==> config.mk <==
export PLATFORM = sky130hd
export DESIGN_NAME = spi_command_sequencer_flat
export DESIGN_NICKNAME = d
export VERILOG_FILES = /design/src/rtl/spi_command_sequencer_pkg.sv /design/src/rtl/spi_command_sequencer_if.sv /design/src/rtl/spi_command_sequencer_sync_fifo.sv /design/src/rtl/spi_command_sequencer.sv /design/src/flat_wrapper.sv
export SDC_FILE = /design/constraint.sdc
export NUM_CORES = 1
export LEC_CHECK = 0
export BUFFER_PORTS_ARGS = -buffer_cell sky130_fd_sc_hd__buf_2
export CORE_ASPECT_RATIO = 0.9
export CORE_MARGIN = 2
export CORE_UTILIZATION = 23
export CTS_BUF_LIST = sky130_fd_sc_hd__clkbuf_8 sky130_fd_sc_hd__clkbuf_16
export DETAILED_ROUTE_END_ITERATION = 7
export PLACE_DENSITY = 0.37
export SYNTH_ARGS = -nofsm -noshare
export SYNTH_HDL_FRONTEND = slang
export SYNTH_SLANG_ARGS = --single-unit
==> constraint.sdc <==
create_clock -name clk -period 11.25 [get_ports clk]
set_clock_uncertainty 0.2 [all_clocks]
set_input_delay 1.125 -clock clk [delete_from_list [all_inputs] [get_ports clk]]
set_output_delay 1.125 -clock clk [all_outputs]
set_load 0.01 [all_outputs]
==> src/rtl/spi_command_sequencer_pkg.sv <==
// Shared definitions for the SPI command sequencer: FSM encoding, response
// status codes, the packed command word and small command helpers.
package spi_seq_pkg;

  localparam int unsigned MAX_XFER_BITS = 32;
  localparam int unsigned CMD_W         = 44;
  localparam int unsigned CNT_W         = 5;

  typedef enum logic [2:0] {
    ST_IDLE       = 3'd0,
    ST_ISSUE      = 3'd1,
    ST_WAIT_START = 3'd2,
    ST_WAIT_DONE  = 3'd3,
    ST_RESPOND    = 3'd4
  } state_e;

  typedef enum logic [1:0] {
    RSP_OK            = 2'd0,
    RSP_START_TIMEOUT = 2'd1,
    RSP_ILLEGAL       = 2'd2
  } rsp_status_e;

  // One queued command as stored in the FIFO (44 bits).
  typedef struct packed {
    logic [31:0] data;
    logic [5:0]  write_bits;
    logic [5:0]  read_bits;
  } cmd_t;

  // A command the SPI master cannot execute: either field too long, the
  // combined frame too long, or nothing to do at all.
  function automatic logic cmd_is_illegal(input cmd_t c);
    logic [6:0] total;
    total = {1'b0, c.write_bits} + {1'b0, c.read_bits};
    return (c.write_bits > 6'(MAX_XFER_BITS)) ||
           (c.read_bits  > 6'(MAX_XFER_BITS)) ||
           (total        > 7'(MAX_XFER_BITS)) ||
           ((c.write_bits == 6'd0) && (c.read_bits == 6'd0));
  endfunction

  // Mask selecting the low read_bits bits of the SPI receive word.
  function automatic logic [31:0] read_mask(input logic [5:0] read_bits);
    logic [31:0] mask;
    if (read_bits >= 6'(MAX_XFER_BITS)) begin
      mask = 32'hFFFF_FFFF;
    end else begin
      mask = (32'd1 << read_bits) - 32'd1;
    end
    return mask;
  endfunction

endpackage

==> src/rtl/spi_command_sequencer_if.sv <==
// Host command/response handshake plus the SPI master control signals.
// The master modport is the environment (host and SPI master), the slave
// modport is the sequencer itself.
interface spi_command_sequencer_if;

  logic        cmd_valid;
  logic        cmd_ready;
  logic [31:0] cmd_data;
  logic [5:0]  cmd_write_bits;
  logic [5:0]  cmd_read_bits;

  logic        rsp_valid;
  logic        rsp_ready;
  logic [31:0] rsp_data;
  logic [1:0]  rsp_status;

  logic [31:0] spi_data_out;
  logic [5:0]  spi_write_bits;
  logic [5:0]  spi_read_bits;
  logic        spi_request_action;
  logic        spi_busy;
  logic [31:0] spi_data_in;

  logic [4:0]  fifo_count;
  logic        idle;

  modport master (
    output cmd_valid, cmd_data, cmd_write_bits, cmd_read_bits,
    output rsp_ready, spi_busy, spi_data_in,
    input  cmd_ready, rsp_valid, rsp_data, rsp_status,
    input  spi_data_out, spi_write_bits, spi_read_bits, spi_request_action,
    input  fifo_count, idle
  );

  modport slave (
    input  cmd_valid, cmd_data, cmd_write_bits, cmd_read_bits,
    input  rsp_ready, spi_busy, spi_data_in,
    output cmd_ready, rsp_valid, rsp_data, rsp_status,
    output spi_data_out, spi_write_bits, spi_read_bits, spi_request_action,
    output fifo_count, idle
  );

endinterface

==> src/rtl/spi_command_sequencer_sync_fifo.sv <==
// Show-ahead synchronous FIFO with occupancy count. DEPTH must be a power
// of two so the read/write pointers wrap naturally.
module sync_fifo #(
  parameter int WIDTH = 44,
  parameter int DEPTH = 8
) (
  input  logic             clk,
  input  logic             reset,
  input  logic             push,
  input  logic [WIDTH-1:0] wdata,
  input  logic             pop,
  output logic [WIDTH-1:0] rdata,
  output logic [4:0]       count,
  output logic             empty
);

  localparam int PW = (DEPTH > 1) ? $clog2(DEPTH) : 1;

  logic [WIDTH-1:0] mem_q [DEPTH];
  logic [PW-1:0]    wr_ptr_q, wr_ptr_d;
  logic [PW-1:0]    rd_ptr_q, rd_ptr_d;
  logic [4:0]       count_q, count_d;
  logic             full_s;
  logic             push_ok_s;
  logic             pop_ok_s;

  assign full_s    = (count_q == 5'(DEPTH));
  assign empty     = (count_q == 5'd0);
  assign push_ok_s = push && !full_s;
  assign pop_ok_s  = pop && !empty;
  assign rdata     = mem_q[rd_ptr_q];
  assign count     = count_q;

  // Next pointer and occupancy values; a same-cycle push and pop leave the count unchanged.
  always_comb begin
    wr_ptr_d = wr_ptr_q;
    rd_ptr_d = rd_ptr_q;
    count_d  = count_q;
    if (push_ok_s) begin
      wr_ptr_d = wr_ptr_q + PW'(1);
    end else begin
      wr_ptr_d = wr_ptr_q;
    end
    if (pop_ok_s) begin
      rd_ptr_d = rd_ptr_q + PW'(1);
    end else begin
      rd_ptr_d = rd_ptr_q;
    end
    case ({push_ok_s, pop_ok_s})
      2'b10:   count_d = count_q + 5'd1;
      2'b01:   count_d = count_q - 5'd1;
      default: count_d = count_q;
    endcase
  end

  // Pointer and count registers.
  always_ff @(posedge clk) begin
    if (reset) begin
      wr_ptr_q <= '0;
      rd_ptr_q <= '0;
      count_q  <= 5'd0;
    end else begin
      wr_ptr_q <= wr_ptr_d;
      rd_ptr_q <= rd_ptr_d;
      count_q  <= count_d;
    end
  end

  // Storage array; contents are don't-care after reset since the pointers restart.
  always_ff @(posedge clk) begin
    if (push_ok_s) begin
      mem_q[wr_ptr_q] <= wdata;
    end
  end

endmodule

==> src/rtl/spi_command_sequencer.sv <==
// Queues host SPI commands, issues them one at a time to an SPI master and
// returns exactly one response per command in FIFO order.
module spi_command_sequencer
  import spi_seq_pkg::*;
#(
  parameter int DEPTH         = 8,
  parameter int START_TIMEOUT = 16
) (
  input logic                    clk,
  input logic                    reset,
  spi_command_sequencer_if.slave bus
);

  // Wide enough that the saturating counter can never stall below the limit.
  localparam int TMO_W = $clog2(START_TIMEOUT + 1) + 1;

  function automatic logic [TMO_W-1:0] sat_inc(input logic [TMO_W-1:0] v);
    logic [TMO_W-1:0] r;
    if (v == {TMO_W{1'b1}}) begin
      r = v;
    end else begin
      r = v + TMO_W'(1);
    end
    return r;
  endfunction

  state_e           state_q, state_d;
  cmd_t             cmd_q, cmd_d;
  logic [31:0]      rsp_data_q, rsp_data_d;
  rsp_status_e      rsp_status_q, rsp_status_d;
  logic             rsp_valid_q, rsp_valid_d;
  logic             req_q, req_d;
  logic [TMO_W-1:0] tmo_cnt_q, tmo_cnt_d;

  cmd_t             cmd_in_s;
  cmd_t             head_s;
  logic [CMD_W-1:0] head_raw_s;
  logic [4:0]       fifo_count_s;
  logic             fifo_empty_s;
  logic             cmd_ready_s;
  logic             push_s;
  logic             pop_s;
  logic             illegal_s;
  logic             timeout_s;

  assign cmd_in_s    = '{data: bus.cmd_data, write_bits: bus.cmd_write_bits,
                         read_bits: bus.cmd_read_bits};
  assign head_s      = cmd_t'(head_raw_s);
  assign cmd_ready_s = (fifo_count_s < 5'(DEPTH));
  assign push_s      = bus.cmd_valid && cmd_ready_s;
  assign pop_s       = (state_q == ST_IDLE) && !fifo_empty_s && !rsp_valid_q;
  assign illegal_s   = cmd_is_illegal(head_s);
  // True in the last WAIT_START cycle before START_TIMEOUT cycles have elapsed since the request.
  assign timeout_s   = ((32'(tmo_cnt_q) + 32'd1) >= 32'(START_TIMEOUT));

  sync_fifo #(
    .WIDTH (CMD_W),
    .DEPTH (DEPTH)
  ) u_fifo (
    .clk   (clk),
    .reset (reset),
    .push  (push_s),
    .wdata (cmd_in_s),
    .pop   (pop_s),
    .rdata (head_raw_s),
    .count (fifo_count_s),
    .empty (fifo_empty_s)
  );

  // FSM state register.
  always_ff @(posedge clk) begin
    if (reset) begin
      state_q <= ST_IDLE;
    end else begin
      state_q <= state_d;
    end
  end

  // FSM next-state logic; illegal commands skip the SPI master entirely.
  always_comb begin
    state_d = state_q;
    case (state_q)
      ST_IDLE: begin
        if (pop_s) begin
          state_d = illegal_s ? ST_RESPOND : ST_ISSUE;
        end else begin
          state_d = ST_IDLE;
        end
      end
      ST_ISSUE: begin
        state_d = ST_WAIT_START;
      end
      ST_WAIT_START: begin
        if (bus.spi_busy) begin
          state_d = ST_WAIT_DONE;
        end else if (timeout_s) begin
          state_d = ST_RESPOND;
        end else begin
          state_d = ST_WAIT_START;
        end
      end
      ST_WAIT_DONE: begin
        if (!bus.spi_busy) begin
          state_d = ST_RESPOND;
        end else begin
          state_d = ST_WAIT_DONE;
        end
      end
      ST_RESPOND: begin
        if (rsp_valid_q && bus.rsp_ready) begin
          state_d = ST_IDLE;
        end else begin
          state_d = ST_RESPOND;
        end
      end
      default: begin
        state_d = ST_IDLE;
      end
    endcase
  end

  // FSM outputs: command capture, start timer, response formation and the request pulse.
  always_comb begin
    cmd_d        = cmd_q;
    rsp_data_d   = rsp_data_q;
    rsp_status_d = rsp_status_q;
    tmo_cnt_d    = tmo_cnt_q;
    req_d        = (state_d == ST_ISSUE);
    rsp_valid_d  = (state_d == ST_RESPOND);
    case (state_q)
      ST_IDLE: begin
        if (pop_s) begin
          cmd_d     = head_s;
          tmo_cnt_d = '0;
          if (illegal_s) begin
            rsp_data_d   = 32'd0;
            rsp_status_d = RSP_ILLEGAL;
          end else begin
            rsp_status_d = rsp_status_q;
          end
        end else begin
          cmd_d = cmd_q;
        end
      end
      ST_ISSUE: begin
        tmo_cnt_d = sat_inc(tmo_cnt_q);
      end
      ST_WAIT_START: begin
        if (bus.spi_busy) begin
          tmo_cnt_d = tmo_cnt_q;
        end else if (timeout_s) begin
          rsp_data_d   = 32'd0;
          rsp_status_d = RSP_START_TIMEOUT;
        end else begin
          tmo_cnt_d = sat_inc(tmo_cnt_q);
        end
      end
      ST_WAIT_DONE: begin
        if (!bus.spi_busy) begin
          rsp_data_d   = bus.spi_data_in & read_mask(cmd_q.read_bits);
          rsp_status_d = RSP_OK;
        end else begin
          rsp_data_d = rsp_data_q;
        end
      end
      ST_RESPOND: begin
        rsp_data_d = rsp_data_q;
      end
      default: begin
        tmo_cnt_d = '0;
      end
    endcase
  end

  // Datapath and output registers; reset discards any in-flight command silently.
  always_ff @(posedge clk) begin
    if (reset) begin
      cmd_q        <= '0;
      rsp_data_q   <= 32'd0;
      rsp_status_q <= RSP_OK;
      rsp_valid_q  <= 1'b0;
      req_q        <= 1'b0;
      tmo_cnt_q    <= '0;
    end else begin
      cmd_q        <= cmd_d;
      rsp_data_q   <= rsp_data_d;
      rsp_status_q <= rsp_status_d;
      rsp_valid_q  <= rsp_valid_d;
      req_q        <= req_d;
      tmo_cnt_q    <= tmo_cnt_d;
    end
  end

  assign bus.cmd_ready          = cmd_ready_s;
  assign bus.rsp_valid          = rsp_valid_q;
  assign bus.rsp_data           = rsp_data_q;
  assign bus.rsp_status         = rsp_status_q;
  assign bus.spi_data_out       = cmd_q.data;
  assign bus.spi_write_bits     = cmd_q.write_bits;
  assign bus.spi_read_bits      = cmd_q.read_bits;
  assign bus.spi_request_action = req_q;
  assign bus.fifo_count         = fifo_count_s;
  assign bus.idle               = fifo_empty_s && (state_q == ST_IDLE);

endmodule

==> src/flat_wrapper.sv <==
// flat-port wrapper written by rule: the top's interface ports become plain ports
module spi_command_sequencer_flat import spi_seq_pkg::*;
#(
  parameter int DEPTH         = 8,
  parameter int START_TIMEOUT = 16
)
  (clk, reset, bus_cmd_valid, bus_cmd_data, bus_cmd_write_bits, bus_cmd_read_bits, bus_rsp_ready, bus_spi_busy, bus_spi_data_in, bus_cmd_ready, bus_rsp_valid, bus_rsp_data, bus_rsp_status, bus_spi_data_out, bus_spi_write_bits, bus_spi_read_bits, bus_spi_request_action, bus_fifo_count, bus_idle);
  spi_command_sequencer_if bus_i ();
  input logic clk;
  input logic reset;
  input wire logic [$bits(bus_i.cmd_valid)-1:0] bus_cmd_valid;
  input wire logic [$bits(bus_i.cmd_data)-1:0] bus_cmd_data;
  input wire logic [$bits(bus_i.cmd_write_bits)-1:0] bus_cmd_write_bits;
  input wire logic [$bits(bus_i.cmd_read_bits)-1:0] bus_cmd_read_bits;
  input wire logic [$bits(bus_i.rsp_ready)-1:0] bus_rsp_ready;
  input wire logic [$bits(bus_i.spi_busy)-1:0] bus_spi_busy;
  input wire logic [$bits(bus_i.spi_data_in)-1:0] bus_spi_data_in;
  output wire logic [$bits(bus_i.cmd_ready)-1:0] bus_cmd_ready;
  output wire logic [$bits(bus_i.rsp_valid)-1:0] bus_rsp_valid;
  output wire logic [$bits(bus_i.rsp_data)-1:0] bus_rsp_data;
  output wire logic [$bits(bus_i.rsp_status)-1:0] bus_rsp_status;
  output wire logic [$bits(bus_i.spi_data_out)-1:0] bus_spi_data_out;
  output wire logic [$bits(bus_i.spi_write_bits)-1:0] bus_spi_write_bits;
  output wire logic [$bits(bus_i.spi_read_bits)-1:0] bus_spi_read_bits;
  output wire logic [$bits(bus_i.spi_request_action)-1:0] bus_spi_request_action;
  output wire logic [$bits(bus_i.fifo_count)-1:0] bus_fifo_count;
  output wire logic [$bits(bus_i.idle)-1:0] bus_idle;
  assign bus_i.cmd_valid = bus_cmd_valid;
  assign bus_i.cmd_data = bus_cmd_data;
  assign bus_i.cmd_write_bits = bus_cmd_write_bits;
  assign bus_i.cmd_read_bits = bus_cmd_read_bits;
  assign bus_i.rsp_ready = bus_rsp_ready;
  assign bus_i.spi_busy = bus_spi_busy;
  assign bus_i.spi_data_in = bus_spi_data_in;
  assign bus_cmd_ready = bus_i.cmd_ready;
  assign bus_rsp_valid = bus_i.rsp_valid;
  assign bus_rsp_data = bus_i.rsp_data;
  assign bus_rsp_status = bus_i.rsp_status;
  assign bus_spi_data_out = bus_i.spi_data_out;
  assign bus_spi_write_bits = bus_i.spi_write_bits;
  assign bus_spi_read_bits = bus_i.spi_read_bits;
  assign bus_spi_request_action = bus_i.spi_request_action;
  assign bus_fifo_count = bus_i.fifo_count;
  assign bus_idle = bus_i.idle;
  spi_command_sequencer #(.DEPTH(DEPTH), .START_TIMEOUT(START_TIMEOUT)) u_core (.clk(clk), .reset(reset), .bus(bus_i));
endmodule
After elaboration in Yosys (flattened, before gate mapping)
Memories as Yosys holds them, arrays and structs flattened. A register that Yosys moved wholly into a read port is not among the register bits.
Cells that the tools add are included.
{"block": "word_totals", "ff_bits": 100, "mem_bits_rw": 352, "in_bits": 81, "elab_cells": 102, "mem_count": 1}
{"block": "classes", "add_sub_neg": 8, "magnitude_cmp": 6, "n_eq_ne": 16, "shifts": 1, "muxes": 32, "n_bitwise": 2, "reduce_logical": 24}
{"name": "u_core.u_fifo.mem_q", "words": 8, "word_bits": 44, "read_ports": 1, "rd_ports_with_merged_regs": 1, "wr": 1, "line_no": "spi_command_sequencer_sync_fifo.sv:19", "source": "logic [WIDTH-1:0] mem_q [DEPTH];"}
{"op": "two-way mux 32 bit", "count": 8}
{"op": "case mux 32 bit (3 select lines)", "count": 1}
{"op": "AND 32 bit", "count": 1}
{"op": "greater-or-equal comparator 32 x 5 -> 1 bit, second input constant", "count": 1}
{"op": "<< shifter 1 x 6 -> 32 bit, first input constant", "count": 1}
{"op": "subtractor 32 x 1 -> 32 bit, second input constant", "count": 1}
{"op": "two-way mux 3 bit", "count": 8}
{"op": "two-way mux 6 bit", "count": 4}
{"op": "case mux 6 bit (4 select lines)", "count": 1}
{"op": "case mux 3 bit (5 select lines)", "count": 1}
{"op": "greater-than comparator 6 bit, second input constant", "count": 2}
{"op": "logical NOT 6 bit", "count": 2}
{"op": "two-way mux 2 bit", "count": 5}
{"op": "case mux 5 bit (2 select lines)", "count": 1}
{"op": "logical AND 1 bit", "count": 8}
{"op": "!= test 2 bit, second input constant", "count": 4}
{"op": "adder 6 x 1 -> 7 bit, second input constant", "count": 1}
{"op": "adder 6 x 6 -> 7 bit", "count": 1}
{"op": "greater-than comparator 7 x 6 -> 1 bit, second input constant", "count": 1}
{"op": "adder 3 x 1 -> 3 bit, second input constant", "count": 2}
{"op": "adder 6 x 1 -> 6 bit, second input constant", "count": 1}
{"op": "== test 3 x 1 -> 1 bit, second input constant", "count": 2}
{"op": "== test 3 x 2 -> 1 bit, second input constant", "count": 2}
{"op": "== test 3 bit, second input constant", "count": 2}
{"op": "other kinds (22)", "count": 28}

Depth between registers and ports, before layout
{"block": "logic_depth", "depth_word": 8, "depth_mapped": 17}

By module
From an unflattened synthesis, not the netlist that was laid out.
{"block": "hier_totals", "hier_cells": 1183, "hier_area_um2": 18604.1}
{"mod": "sync_fifo", "instances": 1, "cells_per_inst": 603, "area_each_um2": 13995.9, "seq_area_each_um2": 10850.4}
{"mod": "spi_command_sequencer", "instances": 1, "cells_per_inst": 580, "area_each_um2": 4608.2, "seq_area_each_um2": 1781.7}

Worst setup path before layout
Ideal clock, no wire load.
{"block": "synth_timing", "path_kind": "input -> register", "startpoint": "input port bus_cmd_valid", "endpoint": "memory u_core.u_fifo.mem_q[0][0] (enable)", "t_arrival_ns": 4.500, "required_ns": 10.550, "setup_slack_ns": 6.050, "cell_stages": 3, "path_buffers": 0, "cell_sequence": "nand2_1 > or2_1 > nor3_1"}
{"block": "synth_via", "elab_chain_len": 4}
{"item": "start, declared", "line_no": "flat_wrapper.sv:11", "source": "input wire logic [$bits(bus_i.cmd_valid)-1:0] bus_cmd_valid;"}
{"item": "logical AND 1 bit", "line_no": "spi_command_sequencer.sv:50", "source": "assign push_s = bus.cmd_valid && cmd_ready_s;"}
{"item": "logical AND 1 bit", "line_no": "spi_command_sequencer_sync_fifo.sv:29", "source": "assign push_ok_s = push && !full_s;"}
{"item": "two-way mux 1 bit", "line_no": "spi_command_sequencer_sync_fifo.sv:71", "source": "if (push_ok_s) begin"}
{"item": "two-way mux 1 bit (implied by the code)", "line_no": "spi_command_sequencer_sync_fifo.sv:72", "source": "mem_q[wr_ptr_q] <= wdata;"}
{"item": "end, declared", "line_no": "spi_command_sequencer_sync_fifo.sv:19"}
No other way between the ends.

==> flow_summary.html <==
<table>
<tr><th>Metric</th><th>Value</th></tr>
<tr><th colspan="2">Status</th></tr>
<tr><td>Run status</td><td>completed</td></tr>
<tr><th colspan="2">Place</th></tr>
<tr><td>Placed cell count</td><td>2300</td></tr>
<tr><td>Port Buffers</td><td>167</td></tr>
<tr><td>Placer's final routability congestion estimate</td><td>0.729</td></tr>
<tr><td>Final HPWL from detailed placement</td><td>27400 um</td></tr>
<tr><th colspan="2">Synthesis</th></tr>
<tr><td>Flip-flop and latch count after synthesis</td><td>455</td></tr>
<tr><td>Proportion of netlist area held by the largest area contributor</td><td>57.4%</td></tr>
<tr><td>Ranking of synthesized cells by instance count</td><td>sky130_fd_sc_hd__edfxtp_1, sky130_fd_sc_hd__dfxtp_1, sky130_fd_sc_hd__nor2_1</td></tr>
<tr><td>Biggest area consumer among synthesized cells</td><td>sky130_fd_sc_hd__edfxtp_1</td></tr>
<tr><td>Main area contributors after synthesis</td><td>sky130_fd_sc_hd__edfxtp_1, sky130_fd_sc_hd__dfxtp_1, sky130_fd_sc_hd__mux4_2</td></tr>
<tr><td>Post-Synthesis Cell Area</td><td>18400 sq um</td></tr>
<tr><td>Most common cell in the synthesized netlist</td><td>sky130_fd_sc_hd__edfxtp_1</td></tr>
<tr><td>Count of flip-flops with a built-in enable after synthesis</td><td>352</td></tr>
<tr><td>Ys async rst share</td><td>0%</td></tr>
<tr><td>Synthesized area per cell</td><td>16.2 sq um</td></tr>
<tr><td>Number of nets in the synthesized netlist</td><td>1232</td></tr>
<tr><td>Post-Synthesis Cells</td><td>1134</td></tr>
<tr><td>Most frequently used flop master after synthesis</td><td>sky130_fd_sc_hd__edfxtp_1</td></tr>
<tr><td>Yosys warning count</td><td>0</td></tr>
<tr><td>Distinct cell type count after synthesis</td><td>63</td></tr>
<tr><td>Share of the yosys chip area belonging to registers</td><td>68.6%</td></tr>
<tr><th colspan="2">STA</th></tr>
<tr><td>Slew Limit Fails</td><td>0</td></tr>
<tr><td>Setup repair after global routing missed its margin</td><td>false</td></tr>
<tr><td>Ratio of final minimum period to clock period</td><td>42.2%</td></tr>
<tr><td>Sum of negative setup slack</td><td>0 ns</td></tr>
<tr><td>Final period demand of the worst path</td><td>4.75 ns</td></tr>
<tr><td>Slew of the pin with the lowest slew margin</td><td>0.941 ns</td></tr>
<tr><td>Rel. slew slack</td><td>37.2%</td></tr>
<tr><td>Number of failing hold endpoints at the final stage</td><td>0</td></tr>
<tr><td>Setup violation total in the final timing report</td><td>0</td></tr>
<tr><td>Max Clk Rate</td><td>0.210 GHz</td></tr>
<tr><th colspan="2">Clock tree</th></tr>
<tr><td>Number of sinks handled by clock tree synthesis</td><td>455</td></tr>
<tr><td>Post-CTS sizing</td><td>0</td></tr>
<tr><td>Clk buf depth</td><td>3</td></tr>
<tr><td># Post-CTS Setup Buffers</td><td>0</td></tr>
<tr><td>Root buffer selected by CTS</td><td>sky130_fd_sc_hd__clkbuf_16</td></tr>
<tr><td>Number of buffers inserted during clock tree synthesis</td><td>52</td></tr>
<tr><td>Worst-skew pair later-pin latency</td><td>0.63 ns</td></tr>
<tr><td>H-tree levels</td><td>2</td></tr>
<tr><td>CTS clk-pin slew, worst paths</td><td>0.06 ns</td></tr>
<tr><td>CTS tree</td><td>done</td></tr>
<tr><td>Quantity of hold-fixing buffers added after cts</td><td>0</td></tr>
<tr><th colspan="2">Critical path</th></tr>
<tr><td>Crit path required time</td><td>11.58 ns</td></tr>
<tr><td>Cells along the critical path</td><td>buf_4 &gt; mux4_2 &gt; mux2i_1 &gt; inv_1 &gt; ha_1 &gt; nor2b_1 &gt; nor4b_1 &gt; o21ai_0 &gt; o22ai_2 &gt; a31oi_4 &gt; o21ai_4 &gt; buf_4 &gt; mux2i_1</td></tr>
<tr><td>CP Capture Type</td><td>flip-flop</td></tr>
<tr><td>Slowest stage delay, CP</td><td>0.89 ns</td></tr>
<tr><td>Crit Path Category</td><td>flip-flop to flip-flop</td></tr>
<tr><td>Crit Path Max Fanout</td><td>47</td></tr>
<tr><td>Setup crit start kind</td><td>flip-flop</td></tr>
<tr><td>Slowest stage cell, crit path</td><td>sky130_fd_sc_hd__dfxtp_4</td></tr>
<tr><td>Arr. time, crit path</td><td>5.08 ns</td></tr>
<tr><th colspan="2">Layout</th></tr>
<tr><td>Ratio of cells with drive above 1 in the final layout</td><td>28.1%</td></tr>
<tr><td>Post-layout net count</td><td>1402</td></tr>
<tr><td>Fill cell total of the finished layout</td><td>7998</td></tr>
<tr><td>Number of non-filler instances in the completed layout</td><td>2398</td></tr>
<tr><td>Synthesis-to-finish area growth</td><td>20.6%</td></tr>
<tr><th colspan="2">Min path</th></tr>
<tr><td>Worst hold path type</td><td>flip-flop to flip-flop</td></tr>
<tr><th colspan="2">GRT</th></tr>
<tr><td>Met2 Usage GRT</td><td>18.8%</td></tr>
<tr><td>Maximum number of pins on one net before global-route repair</td><td>68</td></tr>
<tr><td>Via count of the first global-routing pass</td><td>10.8k</td></tr>
<tr><td>Global-route wire length before repair</td><td>71700 um</td></tr>
<tr><td>Met1 Use GR</td><td>15.6%</td></tr>
<tr><td>Global-route usage over all layers</td><td>11.6%</td></tr>
<tr><td>Met3 track utilization from global routing</td><td>2.75%</td></tr>
<tr><td>Total overflow reported by the global router</td><td>0</td></tr>
<tr><td>Highest-utilization routing layer at the global route stage</td><td>met2</td></tr>
<tr><td>Number of antenna violations at the first check in global routing</td><td>10</td></tr>
<tr><th colspan="2">Floorplanning</th></tr>
<tr><td>Horizontal die dimension</td><td>302 um</td></tr>
<tr><td>Std-Cell Core Area</td><td>79300 sq um</td></tr>
<tr><td>Ports</td><td>168</td></tr>
<tr><td>Std-Cell Rows</td><td>98</td></tr>
<tr><td>Total die area</td><td>82300 sq um</td></tr>
<tr><td>Effective utilization at floorplan</td><td>23.2%</td></tr>
<tr><td>Chip height</td><td>272 um</td></tr>
<tr><th colspan="2">Route</th></tr>
<tr><td>Avg WL per Cell</td><td>20.0 um</td></tr>
<tr><td>Number of nets with antenna violations after routing</td><td>0</td></tr>
<tr><td>DRC Markers</td><td>0</td></tr>
<tr><td>Router iterations before antenna repair</td><td>4</td></tr>
<tr><td>Avg Vias per Cell</td><td>4.30</td></tr>
<tr><td>Via Count</td><td>10.3k</td></tr>
<tr><td>Iter 0 DRT Violations</td><td>598</td></tr>
<tr><td>WL final</td><td>48000 um</td></tr>
<tr><th colspan="2">Pwr</th></tr>
<tr><td>IR Drop Worst-Case VDD</td><td>110 uV</td></tr>
<tr><td>Pwr dens</td><td>238 nW/um^2</td></tr>
<tr><td>Leakage power</td><td>0.00755 uW</td></tr>
<tr><th colspan="2">Run</th></tr>
<tr><td>Total of max-cap violations</td><td>0</td></tr>
</table>
-- flip-flops by register name, indices dropped and copies added (netlist names), named ones only --
signal	count
u_core.bus.spi_write_bits	6
u_core.u_fifo.mem_q	352
u_core.bus.spi_data_out	32
u_core.tmo_cnt_q	6
u_core.bus.spi_request_action	1
u_core.u_fifo.rd_ptr_q	3
u_core.u_fifo.count	5
u_core.bus.rsp_valid	1
u_core.bus.rsp_status	2
u_core.u_fifo.wr_ptr_q	3
u_core.bus.spi_read_bits	6
u_core.bus.rsp_data	32
u_core.state_q	3
-- final timing paths --
check             depth (start not counted)                startpoint                       end  slack, ns
setup / recovery                         13                 flip-flop   u_core.bus.rsp_data[13]       6.50
hold / removal                            2  u_core.bus.rsp_status[1]  u_core.bus.rsp_status[1]       0.27
setup reg to reg                         13                 flip-flop   u_core.bus.rsp_data[13]       6.50
hold reg to reg                           2  u_core.bus.rsp_status[1]  u_core.bus.rsp_status[1]       0.27
-- power by group --
part           leakage [uW]  switching [uW]  internal (uW)
combinational       0.00260             862            601
clock              0.000914             698           1020
sequential          0.00404             117           1980
-- logic make-up (layout without fill, tap and decap cells) --
| logic type | Yosys count | in the layout | synth area share [%] |
|---|---|---|---|
| flops | 455 | 455 | 68.6 |
| simple gates | 247 | 247 | 6.49 |
| mux | 170 | 170 | 15.3 |
| compound gates | 139 | 139 | 5.26 |
| buf+inv | 92 | 305 | 2.39 |
| fa+ha+maj | 17 | 17 | 1.24 |
| xor+xnor | 14 | 14 | 0.666 |
| other cells | 0 | 1 | 0 |
-- critical path: cells and delay by family, from the launching register on --
kind | cells | cell delay [ns]
buffers and inverters | 3 | 1.30
flip-flops | 1 | 0.89
adder cells (fa/ha/maj) | 1 | 0.21
multiplexers | 3 | 0.97
AO/OA/AOI/OAI | 4 | 0.71
AND/OR/NAND/NOR | 2 | 0.36
-- layout by cell type, fill, tap and decap left out, types with 27 or more instances in the layout --
master,instances
sky130_fd_sc_hd__inv_1,31
sky130_fd_sc_hd__nand2b_1,43
sky130_fd_sc_hd__mux4_2,86
sky130_fd_sc_hd__mux2i_1,77
sky130_fd_sc_hd__clkbuf_16,52
sky130_fd_sc_hd__nor2_1,82
sky130_fd_sc_hd__nand2_1,38
sky130_fd_sc_hd__nand3_1,27
sky130_fd_sc_hd__buf_2,166
sky130_fd_sc_hd__a21oi_1,29
sky130_fd_sc_hd__a211oi_1,44
sky130_fd_sc_hd__dfxtp_1,100
sky130_fd_sc_hd__edfxtp_1,352
-- layout make-up --
class / count / area, sq um / share of cell area (%)
repair buffers: 188 / 996 / 4.49
multi-input cells: 587 / 5400 / 24.3
diodes: 1 / 2.50 / 0.0113
clock buffers: 61 / 1430 / 6.42
clock inverters: 36 / 344 / 1.55
flip-flops and latches: 455 / 12600 / 57.0
inverters: 20 / 75.1 / 0.338
well taps: 1050 / 1310 / 5.92
-- layer usage --
metal	part of all wire, %	wire [um]
met1	46	21900
met2	47	22400
met3	5.4	2600
met4	2.1	1010
met5	0.16	75
-- metrics by stage --
step                power [uW]  hold slack (ns)  utilization, %  cell area [sq um]  setup slack (ns)
floorplan                 3220            0.262               -              18400              6.05
global placement          3640            0.259            25.7              20400              6.39
detailed placement        3650            0.267            25.7              20400              6.38
CTS                       5400            0.276            28.0              22200              6.37
global route              5610            0.295            28.0              22200              6.15
finish                    5280            0.266            28.0              22200              6.50
Note: power is estimated with default switching activity, not from simulation.
